### config.mk
export PLATFORM = sky130hd
export DESIGN_NAME = regfile_dump_reader_flat
export DESIGN_NICKNAME = d
export VERILOG_FILES = /design/src/rtl/regfile_dump_reader_pkg.sv /design/src/rtl/regfile_dump_reader_if.sv /design/src/rtl/regfile_dump_reader_range.sv /design/src/rtl/regfile_dump_reader.sv /design/src/flat_wrapper.sv
export SDC_FILE = /design/constraint.sdc
export NUM_CORES = 1
export LEC_CHECK = 0
export ABC_AREA = 1
export CAP_MARGIN = 10
export CORE_MARGIN = 2
export CORE_UTILIZATION = 45
export CTS_CLUSTER_DIAMETER = 120
export DETAILED_ROUTE_END_ITERATION = 8
export GPL_ROUTABILITY_DRIVEN = 0
export MAX_ROUTING_LAYER = met4
export PLACE_DENSITY = 0.9
export SLEW_MARGIN = 15
export SYNTH_ARGS = -nofsm -noshare
export SYNTH_HDL_FRONTEND = slang
export SYNTH_SLANG_ARGS = --single-unit
### constraint.sdc
create_clock -name clk -period 3.6 [get_ports clk]
set_input_delay 0.36 -clock clk [delete_from_list [all_inputs] [get_ports clk]]
set_output_delay 0.36 -clock clk [all_outputs]
set_load 0.005 [all_outputs]
### src/rtl/regfile_dump_reader_pkg.sv
// Shared definitions for the register-file dump engine and the debug blocks
// that reuse its state encoding.
//   NUM_REGS / ADDR_W / DATA_W : architectural register file geometry
//   dumpState_e                : dump FSM states (IDLE, REQ, READ, SEND, FIN)
//   nextIdx()                  : register index increment, modulo NUM_REGS
package regfile_dump_reader_pkg;

    localparam int NUM_REGS = 32;
    localparam int ADDR_W   = 5;
    localparam int DATA_W   = 32;

    typedef enum logic [2:0] {
        IDLE = 3'd0,
        REQ  = 3'd1,
        READ = 3'd2,
        SEND = 3'd3,
        FIN  = 3'd4
    } dumpState_e;

    // Explicit wrap so the increment stays correct if NUM_REGS is ever
    // not a power of two.
    function automatic logic [ADDR_W-1:0] nextIdx(input logic [ADDR_W-1:0] idx);
        if (idx == ADDR_W'(NUM_REGS - 1)) begin
            return '0;
        end
        return idx + 1'b1;
    endfunction

endpackage

### src/rtl/regfile_dump_reader_if.sv
// Beat stream carrying one {index, data} record per dumped register.
//   out_valid : beat available (producer)
//   out_ready : beat accepted (consumer)
//   out_index : register index of the beat
//   out_data  : register value of the beat
//   out_last  : final beat of the requested range
// Handshake: a beat transfers on a rising clk edge where out_valid and
// out_ready are both high. Once out_valid rises, out_valid/out_index/
// out_data/out_last stay stable until that transfer; out_ready may toggle
// freely and never depends combinationally on out_valid.
interface regfile_dump_reader_if;
    import regfile_dump_reader_pkg::*;

    logic              out_valid;
    logic              out_ready;
    logic [ADDR_W-1:0] out_index;
    logic [DATA_W-1:0] out_data;
    logic              out_last;

    modport master (
        output out_valid,
        output out_index,
        output out_data,
        output out_last,
        input  out_ready
    );

    modport slave (
        input  out_valid,
        input  out_index,
        input  out_data,
        input  out_last,
        output out_ready
    );

endinterface

### src/rtl/regfile_dump_reader_range.sv
// Range walker for the dump engine: latches the requested first/last
// indices and steps the current index with modulo-NUM_REGS wrap.
//   clk, rst  : clock, synchronous active-high reset
//   load      : capture firstReg/lastReg, cur restarts at firstReg
//   firstReg  : first index of the range
//   lastReg   : last index of the range
//   advance   : step cur to the next index
//   cur       : current index
//   curNext   : index that follows cur
//   isLast    : cur is the last index of the range
module regfile_dump_reader_range
    import regfile_dump_reader_pkg::*;
(
    input  logic              clk,
    input  logic              rst,
    input  logic              load,
    input  logic [ADDR_W-1:0] firstReg,
    input  logic [ADDR_W-1:0] lastReg,
    input  logic              advance,
    output logic [ADDR_W-1:0] cur,
    output logic [ADDR_W-1:0] curNext,
    output logic              isLast
);

    logic [ADDR_W-1:0] lastLatch;

    always_ff @(posedge clk) begin
        if (rst) begin
            cur       <= '0;
            lastLatch <= '0;
        end else if (load) begin
            cur       <= firstReg;
            lastLatch <= lastReg;
        end else if (advance) begin
            cur       <= nextIdx(cur);
        end
    end

    // Comparison against the latched end point makes first > last wrap
    // naturally, and first == last+1 walks all NUM_REGS entries.
    assign curNext = nextIdx(cur);
    assign isLast  = (cur == lastLatch);

endmodule

### src/rtl/regfile_dump_reader.sv
// Register-file dump engine. On start it stalls the core, takes over read
// port 1, walks the index range and emits one {index, data} beat per
// register, then releases the core once the final beat is accepted.
//   clk, rst        : clock, synchronous active-high reset
//   start           : dump request, honoured only in IDLE
//   first_reg       : first index to dump (latched on start)
//   last_reg        : last index to dump (latched on start)
//   busy            : engine active (any state but IDLE)
//   done            : one-cycle pulse after the final beat is accepted
//   core_stall_req  : request that the core freeze and yield the read port
//   core_stall_ack  : core frozen, read port owned by this block
//   rd_addr         : read index into register-file port 1
//   rd_data         : combinational read data from that port
//   outBus          : beat stream (master side)
//   dbgState        : current FSM state, for debug visibility
module regfile_dump_reader
    import regfile_dump_reader_pkg::*;
(
    input  logic                  clk,
    input  logic                  rst,
    input  logic                  start,
    input  logic [ADDR_W-1:0]     first_reg,
    input  logic [ADDR_W-1:0]     last_reg,
    output logic                  busy,
    output logic                  done,
    output logic                  core_stall_req,
    input  logic                  core_stall_ack,
    output logic [ADDR_W-1:0]     rd_addr,
    input  logic [DATA_W-1:0]     rd_data,
    regfile_dump_reader_if.master outBus,
    output dumpState_e            dbgState
);

    dumpState_e        state;
    logic              load;
    logic              advance;
    logic              beatTaken;
    logic              isLast;
    logic [ADDR_W-1:0] cur;
    logic [ADDR_W-1:0] curNext;

    assign beatTaken = (state == SEND) && outBus.out_valid && outBus.out_ready;
    assign load      = (state == IDLE) && start;
    assign advance   = beatTaken && !outBus.out_last;
    assign dbgState  = state;

    regfile_dump_reader_range u_range (
        .clk      (clk),
        .rst      (rst),
        .load     (load),
        .firstReg (first_reg),
        .lastReg  (last_reg),
        .advance  (advance),
        .cur      (cur),
        .curNext  (curNext),
        .isLast   (isLast)
    );

    always_ff @(posedge clk) begin
        if (rst) begin
            state            <= IDLE;
            busy             <= 1'b0;
            done             <= 1'b0;
            core_stall_req   <= 1'b0;
            rd_addr          <= '0;
            outBus.out_valid <= 1'b0;
            outBus.out_index <= '0;
            outBus.out_data  <= '0;
            outBus.out_last  <= 1'b0;
        end else begin
            done <= 1'b0;
            case (state)
                IDLE: begin
                    if (start) begin
                        state          <= REQ;
                        busy           <= 1'b1;
                        core_stall_req <= 1'b1;
                    end
                end
                REQ: begin
                    // rd_addr is only written on entry to READ so the
                    // register-file read is stable for the whole READ cycle.
                    if (core_stall_ack) begin
                        rd_addr <= cur;
                        state   <= READ;
                    end
                end
                READ: begin
                    if (core_stall_ack) begin
                        outBus.out_valid <= 1'b1;
                        outBus.out_index <= cur;
                        outBus.out_data  <= rd_data;
                        outBus.out_last  <= isLast;
                        state            <= SEND;
                    end else begin
                        // Core let go of the port: re-request and retry cur.
                        state <= REQ;
                    end
                end
                SEND: begin
                    // Data is already captured, so stall_ack is not needed here.
                    if (beatTaken) begin
                        outBus.out_valid <= 1'b0;
                        if (outBus.out_last) begin
                            state          <= FIN;
                            done           <= 1'b1;
                            core_stall_req <= 1'b0;
                        end else begin
                            rd_addr <= curNext;
                            state   <= READ;
                        end
                    end
                end
                FIN: begin
                    state <= IDLE;
                    busy  <= 1'b0;
                end
                default: begin
                    state <= IDLE;
                end
            endcase
        end
    end

endmodule

### src/flat_wrapper.sv
// flat-port wrapper written by rule: the top's interface ports become plain ports
module regfile_dump_reader_flat import regfile_dump_reader_pkg::*;
  (clk, rst, start, first_reg, last_reg, busy, done, core_stall_req, core_stall_ack, rd_addr, rd_data, dbgState, outBus_out_valid, outBus_out_index, outBus_out_data, outBus_out_last, outBus_out_ready);
  regfile_dump_reader_if outBus_i ();
  input  logic clk;
  input  logic rst;
  input  logic start;
  input  logic [ADDR_W-1:0] first_reg;
  input  logic [ADDR_W-1:0] last_reg;
  output logic busy;
  output logic done;
  output logic core_stall_req;
  input  logic core_stall_ack;
  output logic [ADDR_W-1:0] rd_addr;
  input  logic [DATA_W-1:0] rd_data;
  output dumpState_e dbgState;
  output wire logic [$bits(outBus_i.out_valid)-1:0] outBus_out_valid;
  output wire logic [$bits(outBus_i.out_index)-1:0] outBus_out_index;
  output wire logic [$bits(outBus_i.out_data)-1:0] outBus_out_data;
  output wire logic [$bits(outBus_i.out_last)-1:0] outBus_out_last;
  input wire logic [$bits(outBus_i.out_ready)-1:0] outBus_out_ready;
  assign outBus_out_valid = outBus_i.out_valid;
  assign outBus_out_index = outBus_i.out_index;
  assign outBus_out_data = outBus_i.out_data;
  assign outBus_out_last = outBus_i.out_last;
  assign outBus_i.out_ready = outBus_out_ready;
  regfile_dump_reader u_core (.clk(clk), .rst(rst), .start(start), .first_reg(first_reg), .last_reg(last_reg), .busy(busy), .done(done), .core_stall_req(core_stall_req), .core_stall_ack(core_stall_ack), .rd_addr(rd_addr), .rd_data(rd_data), .outBus(outBus_i), .dbgState(dbgState));
endmodule
# == After elaboration in Yosys (flattened, before gate mapping) ==
# Cells that the tools add are included.
# totals
register_bits,60
input_bits,47
out_inout_bits,50
word_cells,72
# op_classes
addsub,1
n_eq_ne,12
mux,28
bitwise,2
n_reduce_logical,18
# op_table
op,count
$mux W5,8
$mux W3,4
$pmux W3 S4,1
$mux W1,10
$pmux W5 S2,1
$reduce_bool A2 Y1,5
$ne A2 B2 Y1 const B,4
$reduce_and A4 Y1,2
$eq A3 B2 Y1 const B,2
$pmux W1 S2,3
$reduce_and A3 Y1,2
$add A5 B1 Y5 const B,1
$eq A5 B5 Y1,1
$eq A5 B5 Y1 const B,1
$logic_and A1 B1 Y1,4
$ne A2 B1 Y1 const B,2
$reduce_and A2 Y1,2
$eq A3 B1 Y1 const B,1
$eq A3 B3 Y1 const B,1
$logic_not A3 Y1,1
$reduce_or A3 Y1,1
$mux W2,1
$not A1 Y1,2
$logic_not A1 Y1,1

# == Depth between registers and ports, before layout ==
# depth
depth_word,10
ltp_mapped,11
depth_no_buf,11

# == Modules after synthesis ==
# From an unflattened synthesis, not the netlist that was laid out.
# unflattened
cells_unflattened,337
hier_area_um2,2542.4
# by_module_without_submodules
mod,n_inst,cells_per_inst,area_each_um2,seq_area_each_um2
regfile_dump_reader,1,260,2010.7,1001.0
regfile_dump_reader_range,1,77,531.8,200.2

# == Least setup slack after synthesis ==
# No wires, ideal clock.
# synth_path
path_type,flip-flop to flip-flop
from,reg u_core.u_range.cur[0]
to,reg u_core.rd_addr[2]
setup_ns,0.064
arrival_time_ns,1.276
t_required_ns,3.536
setup_slack_ns,2.260
path_stages_with_launch,12
path_buffers,0
synth_period_minus_slack_ns,1.340
cell_sequence,dfxtp_1 -> ha_1 -> nand2_1 -> nor2_1 -> ha_1 -> inv_1 -> nand2_1 -> nor2_1 -> nand2_1 -> o21ai_0 -> nor2_1 -> nor2_1
# synth_between
elab_chain_len,6
elab_cells_between_ends,7
classes_between,add/sub: 1; eq/ne: 1; mux: 5
# synth_rtl
item,line_no,source
start: declaration,regfile_dump_reader_range.sv:20,"output logic [ADDR_W-1:0] cur,"
start signal: assignment,regfile_dump_reader_range.sv:32,cur <= firstReg;
start signal: assignment,regfile_dump_reader_range.sv:35,cur <= nextIdx(cur);
branches (longest 2 deep; another with $add A5 B1 Y5),n/a,
$mux W5 *,regfile_dump_reader_pkg.sv:26,return idx + 1'b1;
$mux W5 *,regfile_dump_reader.sv:104,if (outBus.out_last) begin
$mux W5 *,regfile_dump_reader.sv:102,if (beatTaken) begin
$pmux W5 S2 *,regfile_dump_reader.sv:72,case (state)
end signal: assignment,regfile_dump_reader.sv:84,rd_addr <= cur;
end signal: assignment,regfile_dump_reader.sv:109,rd_addr <= curNext;
end: declaration,regfile_dump_reader.sv:28,"output logic [ADDR_W-1:0] rd_addr,"
# Mark *: on every way between the ends. The select of a mux whose other input is x is not followed.
# A chain may end at the register's enable or synchronous reset.

# == Worst setup path after layout ==
# layout_path
from,reg u_core.state[2] (netlist: u_core.dbgState[2])
to,out dbgState[2]
# layout_rtl
item,line_no,source
start: declaration,regfile_dump_reader.sv:34,dumpState_e state;
start signal: assignment,regfile_dump_reader.sv:61,state <= IDLE;
start signal: assignment,regfile_dump_reader.sv:75,state <= REQ;
start signal: assignment,regfile_dump_reader.sv:85,state <= READ;
end: declaration,flat_wrapper.sv:16,output dumpState_e dbgState;
# No word-level cell between the ends.

==> metrics.yaml <==
hold_path:
  whs_path_depth: 2
  hold_class: "reg2reg"
yosys:
  ys_async_sr_fraction_pct: 0
  synth_edf_count: 0
  synth_cell_types: 29
  yosysSeqAreaShare_pct: 46.6
  syn-num-nets: 403
  synth_seq_cells: 60
  yosys.area.top_type: "dfxtp_1"
  syn-cell-area_mm2: 0.00257
  synth_top_area_share_pct: 46.6
  yosysWarnings: 0
  synth_cells: 354
  synth.avg_cell_area_um2: 7.27
  synth_flop_cell: "dfxtp_1"
  synth_area_leaders: "dfxtp_1, nor2_1, o21ai_0"
setup_path:
  end_kind: "output port"
  crit_end: "dbgState[2]"
  crit_family: "buffers and inverters"
  crit_chain: "clkdlybuf4s50_1"
  reg2reg_from: "u_core.dbgState[2]"
  critPathSlowestCell: "clkdlybuf4s50_1"
  critPathKind: "reg2out"
  critical_path.startpoint_type: "register"
  reg2reg_depth: 7
  r2r_end: "u_core.u_range.cur[1]"
  crit_fanout: 5
  worst-path-stages: 1
  regToRegSetupSlack_ps: 1960
  cp.arrival_ps: 1480
  crit_buf_inv: 1
  slowest_delay_ps: 580
  worstSetupStartpoint: "u_core.dbgState[2]"
  cp.required_ps: 3240
clock_tree:
  post-cts-setup-buffer-count: 0
  cts_tree: "built"
  htreeDepth: 3
  numCtsBuffers: 9
  clock_latency_ps: 340
  cts_root_buffer: "clkbuf_8"
  clkSinkCount: 60
  clk_pin_slew_ps: 70
  hold_buffers: 0
  ctsResizeCount: 0
  cts_max_path_buffers: 2
floorplan:
  core_mm2: 0.00551
  rows: 27
  dieArea_mm2: 0.00634
  die_height_um: 79.6
  io_pins: 97
  start_util_pct: 46.8
  die_x_um: 79.6
sta:
  max-slew-margin-rel_pct: 71.4
  min_period_ps: 1840
  fin_setup_tns_ps: 0
  min_period_over_period_pct: 51.2
  clock_skew_ps: 7.04
  hold_violations: 0
  max_freq_mhz: 542
  worst_pin_slew_ps: 429
  final_max_slew_viol_count: 0
  rsz0062_at_grt: "false"
  finalSetupViolations: 0
power:
  p_per_area_mw_per_mm2: 422
  sw_frac_of_total_pct: 28.6
  seq_power_share_pct: 47.5
  power_frac_clock_pct: 32.6
  vdd_drop_max_mv: 0.284
  intPower_mw: 1.12
  total_leakage_power_nw: 1.53
  p_switching_uw: 449
  p_comb_share_pct: 19.9
detailed_routing:
  first_pass_iters: 4
  via_per_inst: 4.94
  drt-initial-drc-count: 166
  final_antenna_net_count: 0
  post_drt_wl_per_cell_um: 12.5
  drc_errors: 0
  drt-total-wl_mm: 6.57
  dr_total_vias: 2594
outcome:
  status: "completed"
global_routing:
  grt_pass1_wl_mm: 10.6
  grt_max_degree: 46
  antenna_found_initial: 0
  track_usage_pct: 21.8
  grt_pass1_vias: 2380
  overflow: 0
cells_and_area:
  diodes: 0
  fin_nets: 497
  fin_util_pct: 67.4
  multi_input_area_mm2: 0.00116
  register_area_mm2: 0.00120
  final.fill_count: 467
  area_delta_synth_final_pct: 44.1
  layout-drive-gt1-share_pct: 7.51
job:
  cap_violations: 0
placement:
  io_buffers: 96
  dp_hpwl_mm: 4.78
-- state kept, by name, indices dropped and copies added, names as in the netlist, 3 cells and up --
name,flops
u_core.outBus.out_index,5
u_core.u_range.lastLatch,5
u_core.outBus.out_data,32
u_core.rd_addr,5
u_core.u_range.cur,5
u_core.dbgState,3
-- placed cells by master (no fill, tap or decap), drive strengths merged --
| cell type | instances |
|---|---|
| dfxtp | 60 |
| buf | 1 |
| nand4 | 2 |
| nand3 | 17 |
| clkbuf | 9 |
| o21ai | 51 |
| nand2 | 62 |
| o31ai | 1 |
| inv | 31 |
| clkdlybuf4s50 | 96 |
| a31oi | 1 |
| a21oi | 13 |
| xnor2 | 1 |
| clkinv | 7 |
| ha | 2 |
| clkinvlp | 2 |
| nor2 | 97 |
-- kinds of logic (layout without fill, tap and decap cells) --
logic type	after synthesis	in the layout	share of synthesized area [%]
xor gates and xnor gates	1	1	0.340
buffers and inverters	47	146	8.45
adders and majority gates	2	2	0.972
DFF	60	60	46.6
and+or+nand+nor	178	178	30.3
AOI/OAI and AO/OA	66	66	13.3
-- metal layers --
layer / global-route usage (%) / wire, µm / vias to the layer above
met5: - / 0 / -
met4: 11.0 / 199 / 0
met3: 4.52 / 359 / 20
met2: 36.0 / 3340 / 97
met1: 25.2 / 2670 / 1171
li1: - / - / 1306
-- worst min-delay path by stage --
stage                                            from                     endpoint  slack (ps)
after floorplan                                   rst                  u_core.busy         430
after global placement    u_core.u_range.lastLatch[1]  u_core.u_range.lastLatch[1]         440
after detailed placement  u_core.u_range.lastLatch[2]  u_core.u_range.lastLatch[2]         460
after CTS                 u_core.u_range.lastLatch[2]  u_core.u_range.lastLatch[2]         470
after global routing      u_core.u_range.lastLatch[3]  u_core.u_range.lastLatch[3]         500
final                     u_core.u_range.lastLatch[2]  u_core.u_range.lastLatch[2]         470
-- per-stage QoR --
step / hold slack, ps / power (mW) / setup WS (ps) / area [µm²] / instances
4_1_cts: 472 / 1.58 / 1740 / 3710 / 525
6_report: 474 / 1.57 / 1760 / 3710 / 525
3_5_place_dp: 462 / 1.07 / 1570 / 3540 / 509
2_1_floorplan: 429 / 0.922 / 2260 / 2570 / 354
5_1_grt: 504 / 1.65 / 1710 / 3710 / 525
3_3_place_gp: 445 / 1.06 / 1650 / 3540 / 509
-- power by group through the flow --
stage	Clock [mW]	Combinational, mW	Sequential [mW]
final	0.510	0.312	0.744
after global routing	0.550	0.349	0.750
after CTS	0.518	0.314	0.744
after detailed placement	0	0.312	0.759
after global placement	0	0.302	0.757
after floorplan	0	0.166	0.756
-- Yosys cell counts, types with 2 or more instances --
cell	n
a21oi_1	12
buf_2	4
buf_4	3
buf_6	3
clkbuf_1	4
clkinv_1	2
dfxtp_1	60
ha_1	2
inv_1	28
inv_2	2
nand2_1	58
nand2_4	3
nand3_1	13
nand3_2	3
nand4_1	2
nor2_1	93
nor2_4	2
o21ai_0	47
o21ai_1	3
-- final cells by class --
type	count	share of cell area, %
clock inverters	7	1.18
well taps	72	2.43
repair buffers	97	26.1
flip-flops and latches	60	32.4
inverters	33	3.41
multi-input cells	247	31.2
clock buffers	9	3.34
Power figures use the tool's default switching activity.
